`config.mk`:
```
export PLATFORM = sky130hd
export DESIGN_NAME = cell_command_rx
export DESIGN_NICKNAME = d
export VERILOG_FILES = /design/src/rtl/cell_command_rx.sv
export SDC_FILE = /design/constraint.sdc
export NUM_CORES = 1
export LEC_CHECK = 0
export CELL_PAD_IN_SITES_DETAIL_PLACEMENT = 0
export CELL_PAD_IN_SITES_GLOBAL_PLACEMENT = 1
export CORE_MARGIN = 3
export CORE_UTILIZATION = 35
export CTS_CLUSTER_SIZE = 20
export DETAILED_ROUTE_END_ITERATION = 10
export PLACE_DENSITY = 0.63
export RECOVER_POWER = 25
export SKIP_LAST_GASP = 1
export SLEW_MARGIN = 20
export SYNTH_ARGS = -nofsm -noshare
export SYNTH_HDL_FRONTEND = slang
export SYNTH_SLANG_ARGS = --single-unit
```
`constraint.sdc`:
```
create_clock -name c50m -period 5.8 [get_ports c50m]
set_input_delay 1.16 -clock c50m [delete_from_list [all_inputs] [get_ports c50m]]
set_output_delay 1.16 -clock c50m [all_outputs]
set_load 0.01 [all_outputs]
```
`src/rtl/cell_command_rx.sv`:
```
// cell_command_rx -- receive path of the cellphone link.
// Decodes the 8N1 UART stream on rx and parses 4-byte command frames
// (0xA5, CMD, DATA, CSUM with CSUM = CMD + DATA mod 256). Valid frames
// update the registered rider settings.
//
// Ports:
//   c50m        in   system clock (50 MHz)
//   rst_n       in   asynchronous active-low reset
//   rx          in   asynchronous UART line, idles high
//   heart_cap   out  heart-rate set point in bpm (registered)
//   assist_mode out  motor assist mode 0..3 (registered)
//   cmd_strobe  out  one-cycle pulse when a frame is applied
//   frame_err   out  one-cycle pulse when a frame is rejected/aborted
//   rx_busy     out  high while the frame parser is outside HUNT
module cell_command_rx #(
  parameter int unsigned CLKS_PER_BIT = 5208,
  parameter int unsigned TIMEOUT_CLKS = 20 * CLKS_PER_BIT,
  parameter int unsigned CAP_DEFAULT  = 200,
  parameter int unsigned CAP_MIN      = 60,
  parameter int unsigned CAP_MAX      = 220
) (
  input  logic       c50m,
  input  logic       rst_n,
  input  logic       rx,
  output logic [7:0] heart_cap,
  output logic [1:0] assist_mode,
  output logic       cmd_strobe,
  output logic       frame_err,
  output logic       rx_busy
);

  localparam int unsigned CNT_W = $clog2(CLKS_PER_BIT);
  localparam int unsigned TMR_W = $clog2(TIMEOUT_CLKS + 1);

  localparam logic [CNT_W-1:0] HALF_LOAD = CNT_W'(CLKS_PER_BIT / 2 - 1);
  localparam logic [CNT_W-1:0] BIT_LOAD  = CNT_W'(CLKS_PER_BIT - 1);
  localparam logic [TMR_W-1:0] TMO_LAST  = TMR_W'(TIMEOUT_CLKS);
  localparam logic [7:0]       CAP_RST   = 8'(CAP_DEFAULT);
  localparam logic [7:0]       CAP_LO    = 8'(CAP_MIN);
  localparam logic [7:0]       CAP_HI    = 8'(CAP_MAX);
  localparam logic [7:0]       SYNC_BYTE = 8'hA5;

  // ---------------------------------------------------------------
  // Input synchronizer; rxs_prev_q gives the falling-edge detector.
  // ---------------------------------------------------------------
  logic rx_meta_q, rxs_q, rxs_prev_q;

  always_ff @(posedge c50m or negedge rst_n) begin
    if (!rst_n) begin
      rx_meta_q  <= 1'b1;
      rxs_q      <= 1'b1;
      rxs_prev_q <= 1'b1;
    end else begin
      rx_meta_q  <= rx;
      rxs_q      <= rx_meta_q;
      rxs_prev_q <= rxs_q;
    end
  end

  // ---------------------------------------------------------------
  // Byte receiver
  // ---------------------------------------------------------------
  typedef enum logic [1:0] {RX_IDLE, RX_START, RX_DATA, RX_STOP} rx_state_e;

  rx_state_e        rx_st_q, rx_st_d;
  logic [CNT_W-1:0] cnt_q, cnt_d;
  logic [2:0]       bit_q, bit_d;
  logic [7:0]       sr_q, sr_d;
  logic [7:0]       byte_q, byte_d;
  logic             bv_q, bv_d;   // byte_valid
  logic             bf_q, bf_d;   // byte_ferr

  always_comb begin
    rx_st_d = rx_st_q;
    cnt_d   = cnt_q;
    bit_d   = bit_q;
    sr_d    = sr_q;
    byte_d  = byte_q;
    bv_d    = 1'b0;
    bf_d    = 1'b0;
    unique case (rx_st_q)
      RX_IDLE: begin
        if (rxs_prev_q && !rxs_q) begin
          rx_st_d = RX_START;
          cnt_d   = HALF_LOAD;
        end
      end
      RX_START: begin
        if (cnt_q == '0) begin
          if (rxs_q) begin
            rx_st_d = RX_IDLE;              // false start
          end else begin
            rx_st_d = RX_DATA;
            cnt_d   = BIT_LOAD;
            bit_d   = '0;
          end
        end else begin
          cnt_d = cnt_q - 1'b1;
        end
      end
      RX_DATA: begin
        if (cnt_q == '0) begin
          sr_d  = {rxs_q, sr_q[7:1]};       // LSB first
          cnt_d = BIT_LOAD;
          if (bit_q == 3'd7) rx_st_d = RX_STOP;
          else               bit_d   = bit_q + 1'b1;
        end else begin
          cnt_d = cnt_q - 1'b1;
        end
      end
      RX_STOP: begin
        if (cnt_q == '0) begin
          // Back to IDLE at the stop-bit centre so a start bit can
          // follow immediately.
          rx_st_d = RX_IDLE;
          if (rxs_q) begin
            bv_d   = 1'b1;
            byte_d = sr_q;
          end else begin
            bf_d   = 1'b1;
          end
        end else begin
          cnt_d = cnt_q - 1'b1;
        end
      end
      default: rx_st_d = RX_IDLE;
    endcase
  end

  always_ff @(posedge c50m or negedge rst_n) begin
    if (!rst_n) begin
      rx_st_q <= RX_IDLE;
      cnt_q   <= '0;
      bit_q   <= '0;
      sr_q    <= '0;
      byte_q  <= '0;
      bv_q    <= 1'b0;
      bf_q    <= 1'b0;
    end else begin
      rx_st_q <= rx_st_d;
      cnt_q   <= cnt_d;
      bit_q   <= bit_d;
      sr_q    <= sr_d;
      byte_q  <= byte_d;
      bv_q    <= bv_d;
      bf_q    <= bf_d;
    end
  end

  // ---------------------------------------------------------------
  // Frame parser
  // ---------------------------------------------------------------
  typedef enum logic [1:0] {P_HUNT, P_GOT_CMD, P_GOT_DATA, P_CHECK} p_state_e;

  p_state_e         p_st_q, p_st_d;
  logic [7:0]       cmd_q, cmd_d;
  logic [7:0]       dat_q, dat_d;
  logic [TMR_W-1:0] tmr_q, tmr_d;
  logic [7:0]       cap_q, cap_d;
  logic [1:0]       mode_q, mode_d;
  logic             strobe_q, strobe_d;
  logic             err_q, err_d;
  logic [7:0]       csum;

  assign csum = cmd_q + dat_q;

  always_comb begin
    p_st_d   = p_st_q;
    cmd_d    = cmd_q;
    dat_d    = dat_q;
    cap_d    = cap_q;
    mode_d   = mode_q;
    strobe_d = 1'b0;
    err_d    = 1'b0;

    // Inter-byte timer: idle in HUNT, cleared by every good byte,
    // saturates at the limit until the abort below takes effect.
    if (p_st_q == P_HUNT || bv_q)  tmr_d = '0;
    else if (tmr_q == TMO_LAST)    tmr_d = tmr_q;
    else                           tmr_d = tmr_q + 1'b1;

    unique case (p_st_q)
      P_HUNT: begin
        if (bv_q && byte_q == SYNC_BYTE) p_st_d = P_GOT_CMD;
      end
      P_GOT_CMD: begin
        if (bv_q) begin
          cmd_d  = byte_q;
          p_st_d = P_GOT_DATA;
        end
      end
      P_GOT_DATA: begin
        if (bv_q) begin
          dat_d  = byte_q;
          p_st_d = P_CHECK;
        end
      end
      P_CHECK: begin
        if (bv_q) begin
          p_st_d = P_HUNT;
          if (csum == byte_q && cmd_q == 8'h01 &&
              dat_q >= CAP_LO && dat_q <= CAP_HI) begin
            cap_d    = dat_q;
            strobe_d = 1'b1;
          end else if (csum == byte_q && cmd_q == 8'h02 && dat_q <= 8'd3) begin
            mode_d   = dat_q[1:0];
            strobe_d = 1'b1;
          end else begin
            err_d    = 1'b1;
          end
        end
      end
      default: p_st_d = P_HUNT;
    endcase

    // Aborts; bv_q and bf_q are mutually exclusive, and a good byte
    // arriving on the timeout cycle keeps the frame alive.
    if (p_st_q != P_HUNT && !bv_q && (bf_q || tmr_q == TMO_LAST)) begin
      p_st_d = P_HUNT;
      err_d  = 1'b1;
      tmr_d  = '0;
    end
  end

  always_ff @(posedge c50m or negedge rst_n) begin
    if (!rst_n) begin
      p_st_q   <= P_HUNT;
      cmd_q    <= '0;
      dat_q    <= '0;
      tmr_q    <= '0;
      cap_q    <= CAP_RST;
      mode_q   <= '0;
      strobe_q <= 1'b0;
      err_q    <= 1'b0;
    end else begin
      p_st_q   <= p_st_d;
      cmd_q    <= cmd_d;
      dat_q    <= dat_d;
      tmr_q    <= tmr_d;
      cap_q    <= cap_d;
      mode_q   <= mode_d;
      strobe_q <= strobe_d;
      err_q    <= err_d;
    end
  end

  assign heart_cap   = cap_q;
  assign assist_mode = mode_q;
  assign cmd_strobe  = strobe_q;
  assign frame_err   = err_q;
  assign rx_busy     = (p_st_q != P_HUNT);

endmodule

```
==> out/metrics.cfg <==
[power_and_ir_drop]
ir_drop_uv=279.1
p_leak_nw=2.277
power_density_nw_per_um2=322.2

[yosys]
yosys.area_share.simple_pct=16.16
yosysWarnings=0
syn_nets=434
synth_compound_area_share_pct=9.676
synthFlopType=dfrtp_1
yosysUniqueCellTypes=50
avgSynthCellArea_um2=10.84
synthXorXnorAreaFrac_pct=5.529
syn_inst=409
muxShareOfSynthArea_pct=11.34
synth-seq-cells=86
synth_edf_count=0
async_reset_ff_share_pct=100.0
syn_area_um2=4436
synth_top_family_by_area=simple AND/OR/NAND/NOR gates
synthAdderAreaFrac_pct=6.375
yosysSeqAreaShare_pct=48.69

[detailed_routing]
met3WireLength_um=300
first_iter_violations=149
vias=3058
met2WireLength_um=3970
dr.pass1.iters=4
met1_length_um=4423
highest_layer=met4
drc=0
via_per_inst=5.097
routed_wl_um=8830
ant_nets=0
routedWlPerCell_um=14.72

[final_layout]
diodes=0
area_growth_syn_to_layout_pct=14.05
final_util_pct=41.42
drive_above_1_share_pct=16.67
final_cell_area_um2=5059
nNetsFinal=452

[die]
io_pins=16
die_area_um2=14060
core-area_um2=12210
fp.dieW_um=118.6
rows=40
start_util_pct=36.32
die_h_um=118.6

[critical_path]
critical-path-top-delay-family=buffers and inverters
worst_r2r_path_depth=8
crit_arrival_ns=3.24
crit_path_end_kind=asynchronous set/reset pin
path_class=input pin to asynchronous set/reset pin
cp_cell_sequence=clkbuf_1 -> clkbuf_2
cp_slowest_cell=clkbuf_2
ff2ff_setup_slack_ns=2.73
cp.depth=2
start_kind=input pin
required_ns=5.92
critical_path_buf_inv_count=2
critPathMaxStageDelay_ns=1.39
crit_path_max_fanout=71

[sta]
relSlewSlack_pct=-14.84
max_freq_mhz=320.2
period_needed_ns=3.123
period_share_pct=53.85
final_max_slew_viol_count=72
finalSetupTns_ns=0
final_hold_viol_count=0
setup_slack_ns=2.677
rsz0062_at_grt=no
skew_ns=0.006815
tightest_slew_ns=1.723
finalSetupViolCount=0

[placement]
hpwlAfterDp_um=6189
placed_cell_area_um2=4755
gp_congestion=0.8622
io_buffers=15
pre_cts_ws_ns=2.754

[global_routing]
first_global_vias=2997
grt_max_degree=72
grt_antenna_before_repair=0
grt-ovfl-total=0
grt_first_pass_wirelength_um=15130
grt_util_all_layers_pct=13.20

[clock_network]
hold_buffers=0
root_buffer=clkbuf_16
clk_latency_ns=0.34
cts_tree=yes
cts_made_buffers=9
cts_resized=0
cts_sinks=86
clkTransAtPathRegs_ns=0.06
h-tree-depth=3
cts_setup_buffers=0
cts_buffer_depth=2

[min_path]
min_path_type=flop to flop
min_path_cells=0

[run]
max_cap_viol_count=1

[outcome]
violations=capacitance limit, slew limit
status=complete, but fails checks

==> state kept, by name (all words and copies together) (netlist names), named ones only <==
signal and count:
sr_q 8, rx_st_q 1, rx_meta_q 1, cmd_strobe 1, heart_cap 8, cmd_q 8
byte_q 8, p_st_q 2, bv_q 1, tmr_q 17, bit_q 3, rxs_q 1
cnt_q 13, dat_q 8, frame_err 1, rxs_prev_q 1, assist_mode 2, bf_q 1
==> per-layer routing <==
| metal | GRT usage [%] | vias up |
|---|---|---|
| met4 | 4.924 | 0 |
| met1 | 18.75 | 1494 |
| met3 | 3.110 | 9 |
| li1 | - | 1504 |
| met2 | 19.54 | 51 |
| met5 | 0 | - |
==> layout by cell type (no fill, tap or decap), types with 6 or more instances in the layout <==
cell type | netlist | routed
clkdlybuf4s50_1 | 0 | 13
inv_1 | 14 | 14
a21oi_1 | 17 | 17
nand2_1 | 28 | 28
nor2_1 | 38 | 38
xor2_1 | 15 | 15
ha_1 | 21 | 21
dfrtp_1 | 80 | 80
and3_1 | 6 | 6
clkbuf_16 | 0 | 9
xnor2_1 | 13 | 13
nand2b_1 | 6 | 6
nor3_1 | 13 | 13
o21ai_0 | 20 | 20
nor4_1 | 9 | 9
nand3_1 | 12 | 12
mux2_2 | 42 | 42
==> synthesized netlist by cell type, drive strengths merged, types with 2 or more instances <==
library cell / instances / area share [%]
dfrtp: 80 / 45
mux2: 42 / 11
nor2: 38 / 3.2
nand2: 28 / 2.4
o21ai: 26 / 3.2
ha: 21 / 5.9
a21oi: 19 / 2.3
xor2: 15 / 3.0
inv: 14 / 1.2
nor3: 13 / 1.5
xnor2: 13 / 2.6
nand3: 12 / 1.4
nor4: 9 / 1.3
and3: 6 / 0.85
dfstp: 6 / 3.6
nand2b: 6 / 0.85
buf: 5 / 0.71
nand4: 5 / 0.71
clkbuf: 4 / 0.34
o21bai: 4 / 0.68
o31ai: 4 / 0.68
a31oi: 3 / 0.42
mux2i: 3 / 0.68
nand3b: 3 / 0.51
nand4b: 3 / 0.59
nor4b: 3 / 0.93
a21o: 2 / 0.34
a41oi: 2 / 0.39
and4: 2 / 0.39
nor2b: 2 / 0.28
or3: 2 / 0.28
or4: 2 / 0.42
==> power by group <==
group | leakage [nW] | internal, W | switching (W)
logic | 0.971 | 0.000129 | 0.000229
clock network | 0.145 | 0.000359 | 0.000236
registers | 1.16 | 0.000639 | 0.0000376
==> layout make-up <==
cell class              instances  area (µm²)
flip-flops and latches         86        2160
clock buffers                  12       256.5
clock inverters                 4       53.80
fillers                      1225        7153
repair buffers                 16       148.9
inverters                      14       52.55
well taps                     168       210.2
multi-input cells             300        2177
==> through the flow <==
step | hold WS (ns) | instances | power, W
4_1_cts | 0.3567 | 600 | 0.001655
3_5_place_dp | 0.3469 | 584 | 0.001049
2_1_floorplan | 0.3452 | 409 | 0.0009605
3_3_place_gp | 0.3463 | 584 | 0.001043
6_report | 0.3622 | 600 | 0.001630
5_1_grt | 0.3661 | 600 | 0.001738
==> worst register-to-register path: stages (launching register included) <==
cell and delay, ns:
dfrtp_1 0.43, ha_1 0.26, fa_1 0.43, xnor2_1 0.16, xnor2_1 0.13, nor4_1 0.28
nand4_1 0.23, nor4b_4 0.63, mux2_2 0.40
==> path summary, 6_finish.rpt <==
path,startpoint,to
setup / recovery,rst_n,sr_q[2]
hold / removal,rx_meta_q,rxs_q
setup reg to reg,cmd_q[0],heart_cap[5]
hold reg to reg,rx_meta_q,rxs_q
max in group c50m,cmd_q[0],heart_cap[5]
min in group asynchronous,rst_n,cnt_q[5]
==> cells by family after synthesis <==
family                   after synthesis
buffers and inverters                 23
XOR/XNOR                              28
flip-flops                            86
AO/OA/AOI/OAI                         68
adder cells (fa/ha/maj)               22
AND/OR/NAND/NOR                      137
multiplexers                          45
No activity file was read; power rests on OpenSTA's default activity.
